===== config.mk =====
export PLATFORM = sky130hd
export DESIGN_NAME = graph_exp_stream
export DESIGN_NICKNAME = d
export VERILOG_FILES = /design/src/rtl/graph_pkg.sv /design/src/rtl/graph_exp_core.sv /design/src/rtl/graph_exp_stream.sv
export SDC_FILE = /design/constraint.sdc
export NUM_CORES = 1
export LEC_CHECK = 0
export BUFFER_PORTS_ARGS = -buffer_cell sky130_fd_sc_hd__buf_4
export CORE_MARGIN = 3
export CORE_UTILIZATION = 61
export DETAILED_ROUTE_END_ITERATION = 8
export GPL_TIMING_DRIVEN = 0
export PLACE_DENSITY = 0.8
export SYNTH_ARGS = -nofsm -noshare
export SYNTH_HDL_FRONTEND = slang
export SYNTH_SLANG_ARGS = --single-unit

===== constraint.sdc =====
create_clock -name clk -period 5 [get_ports clk]
set_input_delay 0.25 -clock clk [delete_from_list [all_inputs] [get_ports clk]]
set_output_delay 0.25 -clock clk [all_outputs]
set_load 0.02 [all_outputs]

===== src/rtl/graph_pkg.sv =====
// -----------------------------------------------------------------------------
// graph_pkg
//   Shared constants and types for the graph elementwise EXP engine.
//   FRAC      : round(2^(j/16) * 128) for j = 0..15. This is the mantissa table
//               used in place of a full 256-entry exp ROM.
//   LOG2E_Q12 : log2(e)/32 in Q12 format (185/4096), applied to the int8 input.
//   N_STAGE   : datapath depth, fixed by the stage split; it sets the latency.
//   exp_state_e : job-control FSM states.
// -----------------------------------------------------------------------------
package graph_pkg;

  localparam int N_STAGE = 3;

  localparam logic signed [16:0] LOG2E_Q12 = 17'sd185;

  localparam logic [7:0] FRAC [16] = '{
    8'd128, 8'd134, 8'd140, 8'd146, 8'd152, 8'd159, 8'd166, 8'd173,
    8'd181, 8'd189, 8'd197, 8'd206, 8'd215, 8'd225, 8'd235, 8'd245
  };

  typedef enum logic {
    IDLE = 1'b0,
    RUN  = 1'b1
  } exp_state_e;

endpackage


===== src/rtl/graph_exp_core.sv =====
// -----------------------------------------------------------------------------
// graph_exp_core
//   Three-stage int8 exp datapath:  y = clamp(round(exp(x/32)*32), 0, 127).
//   S1: p = x*185, n = p>>>12 (floor), j = p[11:8]
//   S2: F = FRAC[j], s = 2-n, saturate flag when n >= 2
//   S3: r = (F + 2^(s-1)) >> s, clamped to 127
//   Every stage moves together when advance is high. When advance is low,
//   every stage holds, so the output word stays stable.
// Ports
//   clk, rst      clock, synchronous active-high reset
//   advance       shift enable for the whole pipe
//   in_valid      element entering S1 (already handshaked)
//   in_last       element is the final one of the job
//   in_data       signed int8 x
//   out_valid     S3 holds a result
//   out_last      result is the final one of the job
//   out_data      result, 0..127
//   out_sat       result was clamped (only with GRAPH_EXP_STATS_EN)
// -----------------------------------------------------------------------------
module graph_exp_core
  import graph_pkg::*;
(
  input  logic       clk,
  input  logic       rst,
  input  logic       advance,
  input  logic       in_valid,
  input  logic       in_last,
  input  logic [7:0] in_data,
`ifdef GRAPH_EXP_STATS_EN
  output logic       out_sat,
`endif
  output logic       out_valid,
  output logic       out_last,
  output logic [7:0] out_data
);

  logic [N_STAGE-1:0] vld_pipe;
  logic [N_STAGE-1:0] last_pipe;

  logic signed [16:0] x_ext;
  logic signed [4:0]  s1_n;
  logic [3:0]         s1_j;
  logic [7:0]         s2_f;
  logic [3:0]         s2_sh;
  logic               s2_sat;

  logic [8:0] s3_rnd;
  logic [8:0] s3_sum;
  logic [8:0] s3_r;
  logic       s3_sat;
  logic [7:0] s3_data;

  assign x_ext = {{9{in_data[7]}}, in_data};

  // NOTE: every signal driven here gets a default first, so no latch can be inferred.
  always_comb begin
    s3_rnd  = 9'd1 << (s2_sh - 4'd1);
    s3_sum  = {1'b0, s2_f} + s3_rnd;
    s3_r    = s3_sum >> s2_sh;
    s3_sat  = s2_sat || (s3_r > 9'd127);
    s3_data = s3_sat ? 8'd127 : s3_r[7:0];
  end

  // NOTE: sequential state uses non-blocking assignments, so each stage reads the
  // value its predecessor held before the edge.
  always_ff @(posedge clk) begin
    if (rst) begin
      // NOTE: the data registers are reset along with the valids, so out_data
      // reads 0 after reset and not a stale value.
      vld_pipe  <= '0;
      last_pipe <= '0;
      s1_n      <= '0;
      s1_j      <= '0;
      s2_f      <= '0;
      s2_sh     <= '0;
      s2_sat    <= 1'b0;
      out_data  <= '0;
`ifdef GRAPH_EXP_STATS_EN
      out_sat   <= 1'b0;
`endif
    end else if (advance) begin
      vld_pipe  <= {vld_pipe[N_STAGE-2:0], in_valid};
      last_pipe <= {last_pipe[N_STAGE-2:0], in_last};
      // The product fits 17 signed bits. The arithmetic shift gives floor().
      s1_n      <= 5'((x_ext * LOG2E_Q12) >>> 12);
      s1_j      <= 4'((x_ext * LOG2E_Q12) >>> 8);
      s2_f      <= FRAC[s1_j];
      s2_sh     <= 4'(5'sd2 - s1_n);   // 1..8 whenever n <= 1
      s2_sat    <= (s1_n > 5'sd1);
      out_data  <= s3_data;
`ifdef GRAPH_EXP_STATS_EN
      out_sat   <= s3_sat;
`endif
    end
  end

  assign out_valid = vld_pipe[N_STAGE-1];
  assign out_last  = last_pipe[N_STAGE-1];

endmodule


===== src/rtl/graph_exp_stream.sv =====
// -----------------------------------------------------------------------------
// graph_exp_stream
//   Streaming int8 EXP engine. It is the inverse of the graph LOG table and uses
//   the same scale (int8 = float*32). A job is LEN elements. The results come
//   out in order, and done pulses one cycle after the last result is accepted.
//   Optional feature macro: GRAPH_EXP_STATS_EN adds the sat_cnt output.
// Ports
//   clk, rst               clock, synchronous active-high reset
//   start, len             launch a job of len elements (sampled in IDLE)
//   busy                   accepted start .. done pulse (inclusive)
//   done                   1-cycle job-complete pulse
//   in_valid/in_ready/in_data      input stream (signed int8)
//   out_valid/out_ready/out_data   output stream (0..127)
//   out_last               final element of the job, qualified by out_valid
//   sat_cnt                clamped outputs in current job (GRAPH_EXP_STATS_EN)
// -----------------------------------------------------------------------------
module graph_exp_stream
  import graph_pkg::*;
#(
  parameter int LEN_W = 16
) (
  input  logic             clk,
  input  logic             rst,
  input  logic             start,
  input  logic [LEN_W-1:0] len,
  output logic             busy,
  output logic             done,
  input  logic             in_valid,
  output logic             in_ready,
  input  logic [7:0]       in_data,
  output logic             out_valid,
  input  logic             out_ready,
  output logic [7:0]       out_data,
`ifdef GRAPH_EXP_STATS_EN
  output logic [LEN_W-1:0] sat_cnt,
`endif
  output logic             out_last
);

  exp_state_e       state;
  logic [LEN_W-1:0] len_q;
  logic [LEN_W-1:0] in_cnt;
  logic [LEN_W-1:0] out_cnt;

  logic advance;
  logic in_fire;
  logic out_fire;
  logic start_ok;
  logic in_is_last;

  // Stall-all pipe: any stage can move only when the output slot is free.
  assign advance    = !out_valid || out_ready;
  assign in_ready   = (state == RUN) && (in_cnt < len_q) && advance;
  assign in_fire    = in_valid && in_ready;
  assign out_fire   = out_valid && out_ready;
  // busy is still high during the done cycle, so a start there is ignored.
  assign start_ok   = start && (state == IDLE) && !busy;
  assign in_is_last = (in_cnt == len_q - LEN_W'(1));

`ifdef GRAPH_EXP_STATS_EN
  logic core_sat;
`endif

  graph_exp_core u_core (
    .clk       (clk),
    .rst       (rst),
    .advance   (advance),
    .in_valid  (in_fire),
    .in_last   (in_fire && in_is_last),
    .in_data   (in_data),
`ifdef GRAPH_EXP_STATS_EN
    .out_sat   (core_sat),
`endif
    .out_valid (out_valid),
    .out_last  (out_last),
    .out_data  (out_data)
  );

  always_ff @(posedge clk) begin
    if (rst) begin
      state   <= IDLE;
      busy    <= 1'b0;
      done    <= 1'b0;
      len_q   <= '0;
      in_cnt  <= '0;
      out_cnt <= '0;
    end else begin
      done <= 1'b0;
      case (state)
        IDLE: begin
          busy <= 1'b0;
          if (start_ok) begin
            len_q   <= len;
            in_cnt  <= '0;
            out_cnt <= '0;
            busy    <= 1'b1;
            if (len == '0) done  <= 1'b1;   // empty job: complete at once
            else           state <= RUN;
          end
        end
        RUN: begin
          if (in_fire) in_cnt <= in_cnt + LEN_W'(1);
          if (out_fire) begin
            out_cnt <= out_cnt + LEN_W'(1);
            if (out_cnt == len_q - LEN_W'(1)) begin
              state <= IDLE;
              done  <= 1'b1;
            end
          end
        end
        default: state <= IDLE;
      endcase
    end
  end

`ifdef GRAPH_EXP_STATS_EN
  always_ff @(posedge clk) begin
    if (rst || start_ok)         sat_cnt <= '0;
    else if (out_fire && core_sat) sat_cnt <= sat_cnt + LEN_W'(1);
  end
`endif

endmodule

# After elaboration in Yosys (flattened, before gate mapping)
# Memory sizes are Yosys's and may differ from the RTL's. A register that Yosys moved wholly into a read port is not among the register bits.
# Index checks and enable logic that the tools add are counted.
[totals]
memories = 1
in_bits = 29
output_inout_bits = 13
latch_bits = 0
mem_bits_rw = 0
regBits = 79
mem_bits_ro = 128
[op_classes]
n_eq_ne = 5
div_mod_pow = 0
bitwise_logic = 2
mul = 1
n_shift = 2
n_addsub = 6
n_lt_le_gt_ge = 3
n_reduce_logical = 15
muxes = 17
[memory_table]
columns = ["memory", "words", "width", "rd", "rd_ports_with_merged_regs", "wr", "line_no", "source"]
rows = [
  ["(no name shown)", 16, 8, 1, 1, 0, "graph_exp_core.sv:87", "s2_f <= FRAC[s1_j];"],
]
[op_table]
columns = ["op", "count"]
rows = [
  ["$pmux 16 s2", 2],
  ["$mux 16", 3],
  ["$add 16x1->16 const B", 2],
  ["$eq 16x16->1", 2],
  ["$mul 8x9->17 const B", 1],
  ["$logic_not 16->1", 1],
  ["$lt 16x16->1", 1],
  ["$sub 16x1->16 const B", 1],
  ["$add 8x9->9", 1],
  ["$gt 9x7->1 const B", 1],
  ["$mux 1", 9],
  ["$shl 1x4->9 const A", 1],
  ["$shr 9x4->9", 1],
  ["$mux 8", 1],
  ["$logic_and 1x1->1", 7],
  ["$reduce_and 2->1", 3],
  ["$gt 5x2->1 const B", 1],
  ["$not 4->5", 1],
  ["$ne 2x1->1 const B", 2],
  ["$pmux 1 s2", 2],
  ["$sub 3x4->4 const A", 1],
  ["$sub 4x1->4 const B", 1],
  ["$logic_not 1->1", 2],
  ["$logic_or 1x1->1", 2],
  ["other kinds (2)", 2],
]

# Depth between registers and ports, before layout
# Gate-level depths: netlist of the first run.
[depth]
word_depth = 7
mapped_depth = 15
depth_no_buf = 15

# Cells and area by module
# From an unflattened synthesis of the first run, not the netlist that was laid out.
[hier_totals]
cells_unflattened = 853
hier_area_um2 = 7044.3
[by_module_without_submodules]
columns = ["module", "area_per_inst_um2", "n_inst", "seq_area_each_um2", "cells_each"]
rows = [
  ["graph_exp_stream", 3550.9, 1, 1021.0, 436],
  ["graph_exp_core", 3493.4, 1, 720.7, 417],
]

# Worst setup path before layout of the first run
# No wires, ideal clock.
[synth_timing]
path_kind = "input -> register"
startpoint = "in in_data[5]"
endpoint = "reg u_core.s1_n[3]"
cell_stages = 14
arrival_time_ns = 3.934
n_path_buf = 0
setup_time_ns = 0.071
path_slack_ns = 0.995
cell_sequence = "fa_1 > inv_1 > fa_1 > fa_1 > fa_1 > inv_1 > ha_1 > or2_2 > a21oi_1 > a211oi_1 > o32ai_1 > xnor2_1 > nand2_1 > a21oi_1"
[synth_via]
elab_chain_cells = 1
[synth_rtl]
columns = ["element", "line_no", "source"]
rows = [
  ["from (decl)", "graph_exp_stream.sv:30", "input logic [7:0] in_data,"],
  ["$mul 8x9->17", "graph_exp_core.sv:85", "s1_n <= 5'((x_ext * LOG2E_Q12) >>> 12);"],
  ["to (signal assigned)", "graph_exp_core.sv:85", ""],
  ["to (decl)", "graph_exp_core.sv:41", "logic signed [4:0] s1_n;"],
]
# Every way passes these cells.
# A chain may end at the register's enable or synchronous reset.

# Worst setup path after layout of the first run
# Same ends and word-level chain as after synthesis.

==> results.md, run 1 <==
* Run status: complete, no violations
* Cells after DPL at between 900 and 1000
* Fill cell count at 889
* Unique masters post-synth at 65
* Port buffer count at 41
* Placed inst area at 0.007053 mm^2
* Yosys reg bits at 87
* Slew @ Worst Pin at 0.7974 ns
* Worst vdd ir at 0.0002434 V
* I/O pins at 42
* Synth Net Count at 919
* FMAX at 0.2511 GHz
* GRT Total Usage at 0.2958
* Die ar. at approximately 0.012 mm^2
* Clock Path Buffers at 2
* Worst Setup End Kind: flip-flop
* Worst path arrival time at approximately 4.3 ns
* Post-route non-filler standard cell count at 999
* Worst Skew at 0.01818 ns
* Total of max-cap violations at 0
* Via count at 6010
* Max incr delay on CP at 0.55 ns
* WL/cell at 17.04 um
* Mapped cell area at between 0.006 and 0.007 mm^2
* Hold Slack at 0.1391 ns
* Die Wd at around 110 um
* CP max stage cell: fa_1
* Initial antenna violation count at 0
* PwrDens at 358.1 mW/mm^2
* CTS buffer count at 9
* Register area share after synthesis at 0.2649
* Yosys top cell by area: dfxtp_1
* First-pass GRT wire length at 27.83 mm
* Crit path cell chain: buf_4 > fa_1 > inv_1 > fa_1 > fa_1 > fa_1 > inv_1 > ha_1 > or2_2 > a21oi_1 > a211oi_1 > o32ai_1 > xnor2_1 > nand2_1 > a21oi_1
* Post-CTS setup buffers at 0
* Leak at 2.992 nW
* Share of layout cells above drive strength 1 at 0.09386
* Post-synthesis cell count at 806
* Endpoints failing setup at 0
* Rel. slew slack at 0.4661
* Clk Latency, worst-skew pair at 0.38 ns
* DR pass1 iterations at 6
* Ys async rst share at 0
* Final hold vios at 0
* Area occupied by multi-input gates at 0.004448 mm^2
* Ys flop type: dfxtp_1
* Vias per cell at between 6 and 7
* Worst EP required at 5.29 ns
* Starting Density at 0.6312
* Final Wtd Congestion at 0.9614
* Layout area overhead at 10.26%
* Sequential standard cell area at 0.001742 mm^2
* Syn_area_per_cell at 8.158 um^2
* Drt drc at 0
* Die Span Y at 109.8 um
* Most common cell in the synthesized netlist: nand2_1
* Worst-path fanout max at 6
* Top cells by area, synth: dfxtp_1 (26%), ha_1 (13%), nand2_1 (5.8%)
* Final slew viol count at 0
* Final Instance Area at slightly above 0.007 mm^2
* H-tree Lvls at 3
* Sink Count at 87
* RSZ-0062 raised after global routing: no
* Setup crit start kind: primary input
* Core Rows at 37
* Post-synth top cells: nand2_1 (102), dfxtp_1 (87), ha_1 (69)
* Core area at 0.01042 mm^2
* Yosys warning count at 0
* DP Wirelength at 13.53 mm
* Largest net degree at the start of global routing at 14
* Vias in the first global route at 5805
* Crit path kind: primary input to flip-flop
* Ant diodes at 0
* Hold Crit Class: primary input to flip-flop
* Post-CTS sizing at 0
* Post-synth EDFFs at 0
* CTS tree: yes
* Clock Pin Slew Worst Setup and Hold Paths at 0.08 ns
* Nets at 971
* Fin crit period at 3.983 ns
* DRT iter0 DRCs at approximately 580
* Hold buffers post-CTS at 0
* Pre-CTS setup slack at 0.6250 ns
* Gr ovfl total at 0
* Total Negative Setup Slacks at 0 ns
* Most Frequent Cell on Critical Path: fa_1
* Final ANT Viol Nets at 0
* Root buf cell: clkbuf_8
* PnR worst setup slack at 1.017 ns
* Tcrit/Tclk final at 0.7965
* Post-Route WL at 17.02 mm
* Synth top area share at 0.2649
==> cell type report <==
cell class,count,share of cell area
clock inverters,3,0.005868
plain buffers,40,0.02382
flip-flops and latches,87,0.2402
repair buffers,41,0.04246
well taps,136,0.02347
clock buffers,13,0.02054
inverters,58,0.03003
multi-input cells,621,0.6136
==> critical path: cells and delay by family <==
family,cells,cell delay (ns)
and+or+nand+nor,2,0.34
xor gates and xnor gates,1,0.16
adders and majority gates,5,2.41
buffers and inverters,3,0.25
AOI/OAI and AO/OA,4,0.87
==> cell usage in the layout (no fill, tap or decap), drive strengths merged, types with 15 or more instances in the layout <==
cell and n:
nand4 15, nand3 24, or4 15, dfxtp 87, inv 57, fa 15, a21oi 64, nor2 67
buf 50, xor2 18, a211oi 16, ha 69, nand2 102, xnor2 42, clkbuf 44, o21ai 22
nor3 24
==> stage by stage <==
step	utilization	power, mW
after floorplan	-	1.787
after global placement	0.6771	2.053
after detailed placement	0.6771	2.101
after CTS	0.6955	2.589
after global routing	0.6960	2.794
final	0.6960	2.596
==> per-layer routing <==
layer | vias to the layer above | share of wire | global-route usage
met1 | 2861 | 0.42 | 0.3594
met2 | 165 | 0.51 | 0.5247
met3 | 33 | 0.048 | 0.05402
met5 | - | 0 | 0
met4 | 0 | 0.026 | 0.09617
li1 | 2951 | - | -
==> cells by family (layout without fill, tap and decap cells) <==
logic type / Yosys count / after routing / share of synthesized area
compound gates: 173 / 173 / 0.1743
flops: 87 / 87 / 0.2649
simple gates: 295 / 295 / 0.2181
xor+xnor: 63 / 63 / 0.09134
mux: 6 / 6 / 0.01503
buf+inv: 98 / 155 / 0.05937
fa+ha+maj: 84 / 84 / 0.1770
==> path summary, 6_finish.rpt <==
| path | cells past startpoint | endpoint | from | slack [ns] |
|---|---|---|---|---|
| setup / recovery | 15 | u_core.s1_n[3] | in_data[5] | 1.02 |
| hold / removal | 3 | len_q[5] | len[5] | 0.14 |
| setup reg to reg | 14 | u_core.out_data[1] | u_core.s2_sh[1] | 1.05 |
| hold reg to reg | 2 | u_core.vld_pipe[1] | u_core.vld_pipe[1] | 0.46 |
==> state kept, by name, summed over array words and instances (netlist names) <==
| name | cells |
|---|---|
| u_core.s1_n | 5 |
| u_core.s2_sh | 4 |
| in_cnt | 16 |
| out_cnt | 16 |
| u_core.s1_j | 4 |
| u_core.s2_sat | 1 |
| u_core.s2_f | 8 |
| u_core.vld_pipe | 3 |
| done | 1 |
| state | 1 |
| len_q | 16 |
| u_core.out_data | 8 |
| busy | 1 |
| u_core.last_pipe | 3 |
==> power by group <==
part / switching [mW] / internal [mW] / total (mW) / leakage [nW]
clock network: 0.250 / 0.245 / 0.495 / 0.0936
registers: 0.0871 / 0.786 / 0.873 / 0.711
logic: 0.699 / 0.528 / 1.23 / 2.19
(Power assumes the default switching activity.)
==> run 2: changes to the inputs <==
--- a/config.mk
+++ b/config.mk
@@ -7,10 +7,10 @@
 export LEC_CHECK = 0
 export BUFFER_PORTS_ARGS = -buffer_cell sky130_fd_sc_hd__buf_4
 export CORE_MARGIN = 3
-export CORE_UTILIZATION = 61
+export CORE_UTILIZATION = 56
 export DETAILED_ROUTE_END_ITERATION = 8
 export GPL_TIMING_DRIVEN = 0
-export PLACE_DENSITY = 0.8
+export PLACE_DENSITY = 0.77
 export SYNTH_ARGS = -nofsm -noshare
 export SYNTH_HDL_FRONTEND = slang
 export SYNTH_SLANG_ARGS = --single-unit
==> constraint.sdc (replaced) <==
create_clock -name clk -period 3.4 [get_ports clk]
set_input_delay 0.17 -clock clk [delete_from_list [all_inputs] [get_ports clk]]
set_output_delay 0.17 -clock clk [all_outputs]
set_load 0.02 [all_outputs]
==> run 2 against run 1 <==
  * Sequential share of layout area down 0.77 points
  * Cell count up 0.20%
  * Clock skew down 0.0073 ns
  * Setup slack worse by 1.0 ns
  * Final area up 3.5%
  * Clock power up 110%
  * Non-clock buffer count down 2
  * Count of clock-buffer cells in the layout down 2
  * Register-to-register slack worse by 0.88 ns
  * Combinational power up 59%
  * Critical path type unchanged
  * Critical endpoint is now u_core.s1_n[1]
==> results.md, run 2 (synthesized netlist as in run 1, its figures left out) <==
* Run status: complete, no violations
* Crit path kind: primary input to flip-flop
* CTS tree: yes
* Sequential standard cell area at 0.001745 mm^2
* Worst vdd ir at 0.0004133 V
* CTS buffer count at 9
* Hold EP: len_q[2]
* Clock Pin Slew Worst Setup and Hold Paths at 0.06 ns
* DRT iter0 DRCs at 436
* Fill cell count at 940
* DR pass1 iterations at 5
* Hold buffers post-CTS at 0
* Die Span Y at 114.4 um
* Tcrit/Tclk final at 0.9953
* GRT Total Usage at 0.2698
* RSZ-0062 raised after global routing: yes
* Final hold vios at 0
* Register-to-Register Path Depth at 13
* Die Wd at between 100 and 150 um
* Worst Skew at 0.01089 ns
* Core area at 0.01117 mm^2
* Endpoints failing setup at 0
* Total of max-cap violations at 0
* Worst path arrival time at 3.66 ns
* Final Wtd Congestion at just over 0.9
* Port buffer count at between 40 and 50
* Root buf cell: clkbuf_16
* PwrDens at 576.4 mW/mm^2
* Worst EP required at 3.68 ns
* First-pass GRT wire length at between 20 and 30 mm
* Vias per cell at approximately 6.0
* Leak at 3.083 nW
* Worst Setup End Kind: flip-flop
* Setup crit start kind: primary input
* Worst-path fanout max at 6
* Crit path cell chain: buf_8 > fa_1 > inv_1 > fa_1 > fa_1 > fa_1 > inv_2 > ha_4 > or2_4 > a21oi_4 > a21oi_2 > a21o_1 > a211oi_2 > or4_1 > a21oi_1
* Share of layout cells above drive strength 1 at 0.1243
* Commonest non-fill, non-tap cell in the layout: nand2_1
* WL/cell at 16.94 um
* DP Wirelength at 13.32 mm
* Vias in the first global route at 5843
* Largest registers: in_cnt x16, len_q x16, out_cnt x16
* Min-delay src: len[2]
* Nets at 969
* Slew @ Worst Pin at 1.167 ns
* Fin util at 0.6718
* Sink Count at 87
* Total power at 4.326 mW
* Post-Route WL at 16.96 mm
* H-tree Lvls at 3
* I/O pins at 42
* Clock Path Buffers at 2
* Drt drc at 0
* Final ANT Viol Nets at 0
* Gr ovfl total at 0
* FMAX at 0.2955 GHz
* Fin crit period at 3.384 ns
* Clk Latency, worst-skew pair at 0.36 ns
* Layout area overhead at 14.16%
* Starting Density at 0.5885
* Hold Crit Class: primary input to flip-flop
* Initial antenna violation count at 0
* Largest net degree at the start of global routing at 16
* Die ar. at between 0.01 and 0.015 mm^2
* Core Rows at 38
* Worst hold path stage count at 3
* RR Startpoint: u_core.s2_sh[1]
* Ant diodes at 0
* Worst R2R End: u_core.out_data[1]
* Rel. slew slack at 0.2204
* CP max stage cell: fa_1
* Setup slack, reg-to-reg at 0.17 ns
* Crit path max-delay family: adder cells
* Final slew viol count at 0
* Area occupied by multi-input gates at 0.004554 mm^2
* Leading cell types in the layout, fill and taps excluded: nand2_1 (102), dfxtp_1 (86), ha_1 (67), nor2_1 (66), a21oi_1 (60)
* Buf/Inv on CP at 3
* Max incr delay on CP at ~0.52 ns
* Via count at 5986
* Most Frequent Cell on Critical Path: fa_1
run 2: worst max-delay path by stage:
| stage | start | endpoint | slack [ns] | depth (start not counted) |
|---|---|---|---|---|
| CTS | u_core.s2_sh[0] | u_core.out_data[1] | 0.009 | 13 |
| detailed placement | in_data[5] | u_core.s1_n[1] | -0.47 | 15 |
| floorplan | in_data[5] | u_core.s1_n[1] | -0.08 | 12 |
| global route | in_data[2] | u_core.s1_n[1] | -0.08 | 13 |
| global placement | u_core.s2_sh[1] | u_core.out_data[1] | -0.34 | 14 |
| finish | in_data[5] | u_core.s1_n[1] | 0.02 | 15 |
run 2: routing by layer:
metal / part of all wire / vias to the layer above / global-route usage / wire length, um
met5: 0 / - / 0 / 0
met1: 0.43 / 2865 / 0.3229 / 7266
met4: 0.028 / 0 / 0.1037 / 470
met2: 0.51 / 133 / 0.4778 / 8615
li1: - / 2945 / - / -
met3: 0.036 / 43 / 0.05021 / 607
run 2: per-stage QoR:
step	cell area, um^2	setup TNS (ns)	hold slack [ns]	setup slack (ns)	std cells
2_1_floorplan	6610	-0.1764	0.3060	-0.07698	806
3_3_place_gp	7093	-3.920	0.4389	-0.3352	987
3_5_place_dp	7093	-4.813	0.4432	-0.4669	987
4_1_cts	7466	0	0.06638	0.008688	1004
5_1_grt	7506	-0.2762	0.07985	-0.08236	1001
6_report	7506	0	0.07831	0.01583	1001
run 2: worst register-to-register path, delay by kind of cell (launching register included):
kind	cells	cell delay [ns]
buffers and inverters	3	0.38
multiplexers	1	0.49
flip-flops	1	0.42
XOR/XNOR	1	0.32
AO/OA/AOI/OAI	3	0.49
adder cells (fa/ha/maj)	2	0.69
AND/OR/NAND/NOR	3	0.28
run 2: area by class of cell:
class	instances	share of cell area
buffer	36	0.02134
clock buffer	11	0.03367
clock inverter	5	0.008668
inverter	58	0.02917
multi-input combinational	621	0.6068
sequential	87	0.2325
tap	140	0.02334
timing repair buffer	43	0.04451
run 2: timing repair:
item	CTS	global route
buffers inserted	2	0
gates resized for setup	11	15
pin swaps	3	10
setup endpoints to repair	9	25
run 2: where the power goes:
group	switching (mW)	total (mW)	internal (mW)	leakage, nW
registers	0.158	1.32	1.16	0.711
logic	1.08	1.96	0.875	2.22
clock network	0.433	1.05	0.616	0.156
total	1.68	4.33	2.65	3.08
==> run 3: changes to the inputs <==
--- a/config.mk
+++ b/config.mk
@@ -5,6 +5,7 @@
 export SDC_FILE = /design/constraint.sdc
 export NUM_CORES = 1
 export LEC_CHECK = 0
+export ABC_AREA = 1
 export BUFFER_PORTS_ARGS = -buffer_cell sky130_fd_sc_hd__buf_4
 export CORE_MARGIN = 3
 export CORE_UTILIZATION = 56
==> run 3 against run 2 <==
  * Sequential share of layout area down 0.97 points
  * Non-clock buffer count decreased by 12
  * Final area is 4.1% higher
  * Synthesized cell count rose by 26%
==> results.md, run 3 <==
* Flop pwr share at 0.310
* Final slew viol count at 0
* Root buf cell: clkbuf_16
* Fin crit period at 3.342 ns
* Most common cell in the synthesized netlist: nand2_1
* Yosys warning count at 0
* Fin util at 0.6454
* Leading cell types in the layout, fill and taps excluded: nand2_1 (196), inv_1 (144), nor2_1 (104), dfxtp_1 (87), nand3_1 (86)
* Total power at around 4.2 mW
* Hold Crit Class: primary input to flip-flop
* Vias per cell at approximately 5.5
* GRT Total Usage at 0.2628
* Slew @ Worst Pin at ~0.60 ns
* Post-synthesis cell count at 1019
* Largest net degree at the start of global routing at 14
* CTS buffer count at 9
* Area occupied by multi-input gates at 0.004601 mm^2
* Final Instance Area at 0.007816 mm^2
* Total Negative Setup Slacks at 0 ns
* Gr ovfl total at 0
* WL/cell at 14.37 um
* Syn_area_per_cell at a little under 7 um^2
* Total of max-cap violations at 0
* Clk Latency, worst-skew pair at 0.35 ns
* Worst EP required at 3.69 ns
* DRT iter0 DRCs at about 570
* Worst vdd ir at about 0.00045 V
* Most Frequent Cell on Critical Path: fa_1
* Max incr delay on CP at 0.53 ns
* Pre-CTS setup slack at -0.3115 ns
* Die Span Y at 117.6 um
* Post-Route WL at 17.88 mm
* Placed inst area at 0.007517 mm^2
* Post-synth top cells: nand2_1 (197), inv_1 (145), nor2_1 (104)
* CTS tree: yes
* Largest registers: in_cnt x16, len_q x16, out_cnt x16
* Worst Setup End Kind: flip-flop
* CP max stage cell: fa_1
* Register area share after synthesis at 0.2496
* DR pass1 iterations at 5
* Starting Density at 0.5762
* Ant diodes at 0
* RSZ-0062 raised after global routing: yes
* Yosys top cell by area: dfxtp_1
* Crit path kind: primary input to flip-flop
* Unique masters post-synth at 45
* Final ANT Viol Nets at 0
* Core Rows at 40
* First-pass GRT wire length at 30.19 mm
* Switch share at 0.4140
* Crit path cell chain: buf_4 > fa_1 > inv_1 > fa_1 > fa_1 > fa_1 > inv_2 > ha_4 > nand2_2 > nor3_4 > a21o_1 > a31oi_2 > or2_4 > nand3_2 > o211ai_1 > inv_1
* H-tree Lvls at 3
* Final hold vios at 0
* Final Wtd Congestion at 1.020
* Setup crit start kind: primary input
* Run status: complete, no violations
* Ys flop type: dfxtp_1
* FMAX at around 0.30 GHz
* Initial antenna violation count at 0
* Top cells by area, synth: dfxtp_1 (25%), ha_1 (12%), nand2_1 (11%)
* Leak at 3.689 nW
* Yosys reg bits at 87
* Mapped cell area at 0.006979 mm^2
* Sequential standard cell area at about 0.0017 mm^2
* DP Wirelength at 13.96 mm
* I/O pins at between 40 and 50
* Layout area overhead at 11.99%
* Comb power frac at 0.462
* Post-synth EDFFs at 0
* Clock group share of total power at 0.229
* Commonest non-fill, non-tap cell in the layout: nand2_1
* Internal Pwr Total at 2.449 mW
* PnR worst setup slack at 0.05820 ns
* Tcrit/Tclk final at 0.9829
* Core area at 0.01211 mm^2
* Share of layout cells above drive strength 1 at 0.09201
* Ys async rst share at 0
* Worst-path fanout max at 6
* Rel. slew slack at 0.6008
* Die ar. at 0.01384 mm^2
* Via count at between 6000 and 7000
* Vias in the first global route at 6514
* Fill cell count at around 1100
* Drt drc at 0
* Nets at 1184
* Clock Pin Slew Worst Setup and Hold Paths at 0.06 ns
* Endpoints failing setup at 0
* Synth top area share at 0.2496
* Synth Net Count at roughly 1100
* Sw Pwr at 1.730 mW
* Worst Skew at about 0.011 ns
* Sink Count at 87
* Clock Path Buffers at 2
* Port buffer count at 40
* PwrDens at 534.7 mW/mm^2
* Worst path arrival time at 3.63 ns
* Die Wd at 117.6 um
## run 3: cell families (layout without fill, tap and decap cells)
group,Yosys count,count (layout),synth area share
fa+ha+maj,84,84,0.1667
buf+inv,177,234,0.09699
compound gates,172,172,0.1354
xor+xnor,43,43,0.05701
simple gates,456,456,0.2944
flops,87,87,0.2496
## run 3: power by group through the flow
stage / Sequential (mW) / Combinational, mW / Clock (mW)
6_report: 1.29 / 1.93 / 0.955
4_1_cts: 1.29 / 1.88 / 0.966
3_3_place_gp: 1.31 / 1.84 / 0
2_1_floorplan: 1.33 / 1.39 / 0
5_1_grt: 1.32 / 2.21 / 1.01
3_5_place_dp: 1.31 / 1.87 / 0
## run 3: layout make-up
cell class | instances | share of cell area
clock inverter | 3 | 0.002241
multi-input combinational | 755 | 0.5886
tap | 168 | 0.02689
buffer | 26 | 0.01425
sequential | 87 | 0.2228
timing repair buffer | 41 | 0.03938
clock buffer | 13 | 0.03330
inverter | 151 | 0.07251
## run 3: through the flow
stage	hold WS (ns)	std cells
after global placement	0.4465	1227
final	0.1261	1244
after detailed placement	0.4544	1227
after floorplan	0.3329	1019
after CTS	0.1184	1243
after global routing	0.1292	1244
## run 3: timing repair
item / in CTS / in global routing
hold buffers: 0 / 0
gates resized for setup: 0 / 4
endpoints found under the setup margin: 0 / 7
buffers inserted: 0 / 1
## run 3: worst paths after layout
| path | depth (start not counted) | start | slack (ns) | endpoint |
|---|---|---|---|---|
| worst min register to register | 2 | u_core.vld_pipe[1] | 0.45 | u_core.vld_pipe[2] |
| worst max-delay path | 16 | in_data[5] | 0.06 | u_core.s1_n[0] |
| worst max register to register | 16 | u_core.s2_sh[2] | 0.44 | u_core.out_data[5] |
| worst min-delay path | 3 | len[12] | 0.13 | len_q[12] |
## run 3: worst max-delay path: cells and delay by family
kind | cells | cell delay, ns
AND/OR/NAND/NOR | 4 | 0.54
AO/OA/AOI/OAI | 3 | 0.36
buffers and inverters | 4 | 0.31
adder cells (fa/ha/maj) | 5 | 2.25
## run 3: metal layers
layer,GRT usage,wire (um),vias to the layer above
met4,0.1055,562,0
li1,-,-,3442
met1,0.3248,7704,3135
met2,0.4488,8611,193
met3,0.05286,1004,42
met5,0,0,-
